### src/rtl/div_unit_pkg.sv
// Shared divider constants: widths, FSM encodings and sign helpers.
package div_unit_pkg;

  localparam int unsigned DIV_WIDTH = 32;
  localparam int unsigned DIV_CNT_W = 6;

  localparam logic [1:0] DIV_IDLE = 2'b00;
  localparam logic [1:0] DIV_BUSY = 2'b01;
  localparam logic [1:0] DIV_DONE = 2'b10;

  // Two's-complement negate when en is set.
  function automatic logic [DIV_WIDTH-1:0] neg_if(input logic en,
                                                  input logic [DIV_WIDTH-1:0] x);
    return en ? DIV_WIDTH'(~x + 1'b1) : x;
  endfunction

  // Magnitude of x when treated as signed (en=1), else x unchanged.
  function automatic logic [DIV_WIDTH-1:0] mag_if(input logic en,
                                                  input logic [DIV_WIDTH-1:0] x);
    return neg_if(en & x[DIV_WIDTH-1], x);
  endfunction

endpackage

### src/rtl/div_unit_if.sv
// Pipeline <-> divider bundle: E-stage operands in, stall/result out.
interface div_unit_if;
  import div_unit_pkg::*;

  logic                 startE;
  logic                 signedE;
  logic [DIV_WIDTH-1:0] srcaE;
  logic [DIV_WIDTH-1:0] srcbE;
  logic                 cancel;
  logic                 div_stallE;
  logic                 div_valid;
  logic [DIV_WIDTH-1:0] div_hi;
  logic [DIV_WIDTH-1:0] div_lo;

  modport master (
    output startE, signedE, srcaE, srcbE, cancel,
    input  div_stallE, div_valid, div_hi, div_lo
  );

  modport slave (
    input  startE, signedE, srcaE, srcbE, cancel,
    output div_stallE, div_valid, div_hi, div_lo
  );
endinterface

### src/rtl/div_unit_step.sv
// One restoring-division iteration (combinational).
module div_step
  import div_unit_pkg::*;
(
  input  logic [DIV_WIDTH-1:0] rem_i,
  input  logic                 dvd_bit_i,
  input  logic [DIV_WIDTH-1:0] dvs_i,
  output logic [DIV_WIDTH-1:0] rem_o,
  output logic                 q_bit_o
);

  logic [DIV_WIDTH:0] shifted_c;

  // Shift in the next dividend bit and subtract the divisor if it fits.
  always_comb begin
    shifted_c = {rem_i, dvd_bit_i};
    if (shifted_c >= {1'b0, dvs_i}) begin
      q_bit_o = 1'b1;
      rem_o   = DIV_WIDTH'(shifted_c - {1'b0, dvs_i});
    end else begin
      q_bit_o = 1'b0;
      rem_o   = shifted_c[DIV_WIDTH-1:0];
    end
  end

endmodule

### src/rtl/div_unit.sv
// Multi-cycle DIV/DIVU unit for the E stage: stalls the pipe while iterating,
// pulses div_valid once with quotient on div_lo and remainder on div_hi.
module div_unit
  import div_unit_pkg::*;
(
  input  logic           clk,
  input  logic           rst,
  div_unit_if.slave      div_if
);

  localparam int unsigned WIDTH = DIV_WIDTH;
  localparam int unsigned CNT_W = DIV_CNT_W;

  logic [1:0]       state_q, state_d;
  logic [CNT_W-1:0] cnt_q,   cnt_d;
  logic [WIDTH-1:0] rem_q,   rem_d;
  logic [WIDTH-1:0] dvd_q,   dvd_d;   // dividend bits out, quotient bits in
  logic [WIDTH-1:0] dvs_q,   dvs_d;
  logic             negq_q,  negq_d;
  logic             negr_q,  negr_d;
  logic [WIDTH-1:0] hi_q,    hi_d;
  logic [WIDTH-1:0] lo_q,    lo_d;
  logic             valid_q, valid_d;

  logic [WIDTH-1:0] step_rem;
  logic             step_q;

  div_step u_step (
    .rem_i     (rem_q),
    .dvd_bit_i (dvd_q[WIDTH-1]),
    .dvs_i     (dvs_q),
    .rem_o     (step_rem),
    .q_bit_o   (step_q)
  );

  // Next-state, datapath and output-load decisions.
  always_comb begin
    state_d = state_q;
    cnt_d   = cnt_q;
    rem_d   = rem_q;
    dvd_d   = dvd_q;
    dvs_d   = dvs_q;
    negq_d  = negq_q;
    negr_d  = negr_q;
    hi_d    = hi_q;
    lo_d    = lo_q;
    valid_d = 1'b0;

    case (state_q)
      DIV_IDLE: begin
        if (div_if.startE) begin
          dvd_d  = mag_if(div_if.signedE, div_if.srcaE);
          dvs_d  = mag_if(div_if.signedE, div_if.srcbE);
          negq_d = div_if.signedE & (div_if.srcaE[WIDTH-1] ^ div_if.srcbE[WIDTH-1]);
          negr_d = div_if.signedE & div_if.srcaE[WIDTH-1];
          rem_d  = '0;
          cnt_d  = '0;
          if (div_if.srcbE == '0) begin
            // Divide by zero: raw dividend to HI, all-ones to LO, no iteration.
            state_d = DIV_DONE;
            hi_d    = div_if.srcaE;
            lo_d    = '1;
            valid_d = 1'b1;
          end else begin
            state_d = DIV_BUSY;
          end
        end
      end
      DIV_BUSY: begin
        rem_d = step_rem;
        dvd_d = {dvd_q[WIDTH-2:0], step_q};
        cnt_d = cnt_q + 1'b1;
        if (cnt_q == CNT_W'(WIDTH - 1)) begin
          state_d = DIV_DONE;
          hi_d    = neg_if(negr_q, step_rem);
          lo_d    = neg_if(negq_q, {dvd_q[WIDTH-2:0], step_q});
          valid_d = 1'b1;
        end
      end
      DIV_DONE: begin
        // Same instruction is still in E; startE is ignored here.
        state_d = DIV_IDLE;
      end
      default: begin
        state_d = DIV_IDLE;
      end
    endcase

    // A kill abandons the divide without touching the results.
    if (div_if.cancel) begin
      state_d = DIV_IDLE;
      hi_d    = hi_q;
      lo_d    = lo_q;
      valid_d = 1'b0;
    end
  end

  // State and result registers.
  always_ff @(posedge clk or posedge rst) begin
    if (rst) begin
      state_q <= DIV_IDLE;
      cnt_q   <= '0;
      rem_q   <= '0;
      dvd_q   <= '0;
      dvs_q   <= '0;
      negq_q  <= 1'b0;
      negr_q  <= 1'b0;
      hi_q    <= '0;
      lo_q    <= '0;
      valid_q <= 1'b0;
    end else begin
      state_q <= state_d;
      cnt_q   <= cnt_d;
      rem_q   <= rem_d;
      dvd_q   <= dvd_d;
      dvs_q   <= dvs_d;
      negq_q  <= negq_d;
      negr_q  <= negr_d;
      hi_q    <= hi_d;
      lo_q    <= lo_d;
      valid_q <= valid_d;
    end
  end

  // Stall is combinational so the start cycle itself holds the pipe.
  assign div_if.div_stallE = (((state_q == DIV_IDLE) & div_if.startE) |
                              (state_q == DIV_BUSY)) & ~div_if.cancel;
  assign div_if.div_valid  = valid_q;
  assign div_if.div_hi     = hi_q;
  assign div_if.div_lo     = lo_q;

endmodule

### src/flat_wrapper.sv
// flat-port wrapper written by rule: the top's interface ports become plain ports
module div_unit_flat import div_unit_pkg::*;
  (clk, rst, div_if_startE, div_if_signedE, div_if_srcaE, div_if_srcbE, div_if_cancel, div_if_div_stallE, div_if_div_valid, div_if_div_hi, div_if_div_lo);
  div_unit_if div_if_i ();
  input  logic clk;
  input  logic rst;
  input wire logic [$bits(div_if_i.startE)-1:0] div_if_startE;
  input wire logic [$bits(div_if_i.signedE)-1:0] div_if_signedE;
  input wire logic [$bits(div_if_i.srcaE)-1:0] div_if_srcaE;
  input wire logic [$bits(div_if_i.srcbE)-1:0] div_if_srcbE;
  input wire logic [$bits(div_if_i.cancel)-1:0] div_if_cancel;
  output wire logic [$bits(div_if_i.div_stallE)-1:0] div_if_div_stallE;
  output wire logic [$bits(div_if_i.div_valid)-1:0] div_if_div_valid;
  output wire logic [$bits(div_if_i.div_hi)-1:0] div_if_div_hi;
  output wire logic [$bits(div_if_i.div_lo)-1:0] div_if_div_lo;
  assign div_if_i.startE = div_if_startE;
  assign div_if_i.signedE = div_if_signedE;
  assign div_if_i.srcaE = div_if_srcaE;
  assign div_if_i.srcbE = div_if_srcbE;
  assign div_if_i.cancel = div_if_cancel;
  assign div_if_div_stallE = div_if_i.div_stallE;
  assign div_if_div_valid = div_if_i.div_valid;
  assign div_if_div_hi = div_if_i.div_hi;
  assign div_if_div_lo = div_if_i.div_lo;
  div_unit u_core (.clk(clk), .rst(rst), .div_if(div_if_i));
endmodule
### config.mk
export PLATFORM = sky130hd
export DESIGN_NAME = div_unit_flat
export DESIGN_NICKNAME = d
export VERILOG_FILES = /design/src/rtl/div_unit_pkg.sv /design/src/rtl/div_unit_if.sv /design/src/rtl/div_unit_step.sv /design/src/rtl/div_unit.sv /design/src/flat_wrapper.sv
export SDC_FILE = /design/constraint.sdc
export NUM_CORES = 1
export LEC_CHECK = 0
export CORE_MARGIN = 1
export CORE_UTILIZATION = 50
export CTS_CLUSTER_DIAMETER = 80
export DETAILED_ROUTE_END_ITERATION = 16
export GPL_ROUTABILITY_DRIVEN = 0
export PLACE_DENSITY = 0.83
export SYNTH_ARGS = -nofsm -noshare
export SYNTH_HDL_FRONTEND = slang
export SYNTH_HIERARCHICAL = 1
export SYNTH_SLANG_ARGS = --single-unit
### constraint.sdc
create_clock -name clk -period 5.74 [get_ports clk]
set_clock_uncertainty 0.05 [all_clocks]
set_input_delay 0.861 -clock clk [delete_from_list [all_inputs] [get_ports clk]]
set_output_delay 0.861 -clock clk [all_outputs]
set_load 0.005 [all_outputs]
==> results_dict.tcl <==
set metrics [dict create \
    syn_avg_cell_area_um2 8.40 \
    drv_cap 0 \
    crit_path_cell_trace "ha_1 > nand4_1 > nor4_2 > a211o_1 > a21oi_1 > o21ai_0 > a21oi_2 > inv_2 > mux2_2 > or4_1 > or3_1 > nor3_1 > mux2_2 > a31oi_1" \
    synth_compound_area_share_pct 24.0 \
    syn_nets 1581 \
    arrival_ps 5640 \
    hold_buffers 0 \
    fmax_ghz 0.187 \
    viasPerCell 6.44 \
    peakVddDrop_uv 236 \
    setup_ws_ps 404 \
    cp_top_family "simple AND/OR/NAND/NOR gates" \
    ys_seq_area_share_pct 34.6 \
    comb_power_share_pct 56.3 \
    grt_start_max_net_pins 93 \
    io_pins 135 \
    slew_headroom_pct 13.2 \
    numCtsBuffers 17 \
    fin_area_mm2 0.0145 \
    wl_per_cell_um 19.7 \
    drv_slew 0 \
    die_h_um 159 \
    p_sw_mw 3.32 \
    diodes 0 \
    cp-end-kind "register" \
    syn_area_mm2 0.0124 \
    clkLatencyLatePin_ps 440 \
    power_density_mw_per_mm2 508 \
    rsz0062_at_grt "no" \
    postCtsSetupRepairBufs 0 \
    use_met2_pct 45.3 \
    synthSimpleGateAreaFrac_pct 19.8 \
    async_flop_share_pct 100 \
    synthAdderAreaFrac_pct 3.90 \
    final_common_cell "nand2_1" \
    routed_wirelength_um 37100 \
    critPathRequiredTime_ps 6040 \
    die_area_mm2 0.0254 \
    place_area_mm2 0.0139 \
    grt_pass1_vias 11500 \
    grt_remaining_overflow 0 \
    cts_sinks 171 \
    coreArea_mm2 0.0243 \
    synthFlopType "dfrtp_1" \
    switching_share_pct 45.1 \
    synth_cells 1474 \
    die_width_um 159 \
    seq_power_share_pct 26.5 \
    worst_slew_pin_slew_ps 1300 \
    num_vias 12200 \
    placedCellCount 1856 \
    crit_type "reg2reg" \
    layout_common_cells "nand2_1, dfrtp_1, o21ai_0" \
    hold_violations 0 \
    fin_nets 1658 \
    synth_area_leader_cell "dfrtp_1" \
    area_growth_syn_to_layout_pct 17.2 \
    crit_fanout 38 \
    synth_edf_count 0 \
    final_cells 1888 \
    setup_viol 0 \
    min_path_type "reg2reg" \
    cts_tree "done" \
    antenna_found_initial 0 \
    drive_gt1_share_pct 7.61 \
    drtIter0Drc 1590 \
    cpMostUsedCell "mux2_2" \
    num_rows 57 \
    clk_pin_slew_ps 70 \
    met1_usage_pct 40.3 \
    final_antenna_net_count 0 \
    hpwl_um 26600 \
    grtUsageMet3_pct 6.15 \
    clockBufferDepth 2 \
    yosysTopAreaCellShare_pct 34.6 \
    setup-tns-final_ps 0 \
    critPathLaunchType "register" \
    clock_tree.root_cell "clkbuf_16" \
    drc 0 \
    grt-busiest-layer "met2" \
    yosysWarnings 6 \
    post-place-ws_ps 597 \
    synth-seq-cells 171 \
    first_pass_iters 6 \
    synth_top_family_by_area "compound AO/OA/AOI/OAI gates" \
    muxShareOfSynthArea_pct 3.23 \
    grt_util_all_layers_pct 29.3 \
    grt_pass1_wl_um 60100 \
    initial_core_util_pct 50.9 \
    p_clk_share_pct 17.2 \
    status "finished clean" \
    p_leak_nw 5.82 \
    n_fill_cell 2053 \
    portBuffers 134 \
    synth_area_leaders "dfrtp_1, xor2_1, o21ai_0" \
    postCtsResizedCells 0 \
    crit_slowest_cell "or4_1" \
    critPathBufInv 1 \
    max_stage_delay_ps 590 \
    ys_types 94 \
    post-route-period-util_pct 93.0 \
    p_int_mw 4.05 \
    min_period_ps 5340 \
    cts_max_level 4 \
    synthXorXnorAreaFrac_pct 8.92 \
]
==> worst reg2reg max path: stages (launching register included) <==
cell and delay (ps):
dfrtp_1 400, ha_1 490, nand4_1 250, nor4_2 440
a211o_1 190, a21oi_1 50, o21ai_0 190, a21oi_2 140
inv_2 550, mux2_2 470, or4_1 590, or3_1 520
nor3_1 380, mux2_2 380, a31oi_1 170
==> flip-flops by register name (all words and copies together) (netlist names) <==
name,count
u_core/dvd_q,32
u_core/div_if.div_valid,1
u_core/dvs_q,32
u_core/negr_q,1
u_core/negq_q,1
u_core/div_if.div_lo,32
u_core/div_if.div_hi,32
u_core/rem_q,32
u_core/cnt_q,6
u_core/state_q,2
==> path summary, 6_finish.rpt <==
check	start	to	slack, ps	cells past startpoint
max reg2reg	u_core/rem_q[8]$_DFFE_PP0P_	u_core/div_if.div_hi[31]$_DFFE_PP0P_	400	14
min	u_core/dvs_q[14]$_DFFE_PP0P_	u_core/dvs_q[14]$_DFFE_PP0P_	430	2
max in group asynchronous	rst	u_core/dvs_q[9]$_DFFE_PP0P_	3650	3
min in group asynchronous	rst	u_core/cnt_q[0]$_DFFE_PP0P_	920	2
max	u_core/rem_q[8]$_DFFE_PP0P_	u_core/div_if.div_hi[31]$_DFFE_PP0P_	400	14
min reg2reg	u_core/dvs_q[14]$_DFFE_PP0P_	u_core/dvs_q[14]$_DFFE_PP0P_	430	2
==> routing by layer <==
| metal | part of all wire (%) | wire [um] |
|---|---|---|
| met4 | 3.3 | 1220 |
| met2 | 44 | 16400 |
| met3 | 9.9 | 3690 |
| met5 | 0 | 0 |
| met1 | 43 | 15800 |
==> final cells by class <==
class / instances / area (um^2) / share of cell area [%]
clock buffer: 17 / 425 / 2.93
sequential: 171 / 4280 / 29.5
clock inverter: 15 / 211 / 1.46
inverter: 61 / 234 / 1.61
tap: 324 / 405 / 2.80
multi-input combinational: 1145 / 7450 / 51.4
timing repair buffer: 155 / 1500 / 10.3
==> cell usage after synthesis, types with 5 or more instances <==
cell       instances
o31ai_1           32
nand2b_1           7
o211ai_1          14
mux2i_1            8
dfrtp_1          171
nand2_1          182
xnor2_1           42
buf_1             12
o22ai_1            7
nor2b_1           11
nor4_1            21
nor2_1            85
or3_1             18
a31oi_1           26
inv_1             60
mux2_2            24
a21oi_1           98
a22oi_1            8
clkbuf_1          57
and3_1            13
a21o_1            14
buf_4              5
or4_1             20
a2bb2oi_1         21
ha_1              37
buf_2             14
o21ai_0          143
a211oi_1           5
xor2_1            84
o41ai_1           28
nor3_1            29
buf_6              7
or2_2              8
nand3_1           34
nand4_1           28
nor3b_1            5
==> kinds of logic (layout without fill, tap and decap cells) <==
group	count (synthesis)	in the layout
simple gates	491	491
compound gates	454	454
flops	171	171
buf+inv	158	248
xor+xnor	126	126
fa+ha+maj	38	38
mux	36	36
==> through the flow <==
stage | power (mW) | hold slack, ps | utilization (%)
after floorplan | 4.63 | 397 | -
after global routing | 7.80 | 462 | 59.6
final | 7.36 | 431 | 59.6
after CTS | 7.25 | 439 | 59.6
after global placement | 5.83 | 418 | 57.0
after detailed placement | 5.95 | 424 | 57.0
==> power by group through the flow <==
stage | clock network [mW] | registers [mW] | logic [mW]
2_1_floorplan | 0 | 1.87 | 2.76
3_3_place_gp | 0 | 1.95 | 3.89
3_5_place_dp | 0 | 1.96 | 3.99
4_1_cts | 1.27 | 1.94 | 4.03
5_1_grt | 1.33 | 2.00 | 4.47
6_report | 1.27 | 1.95 | 4.15
No activity file was read; power rests on OpenSTA's default activity.
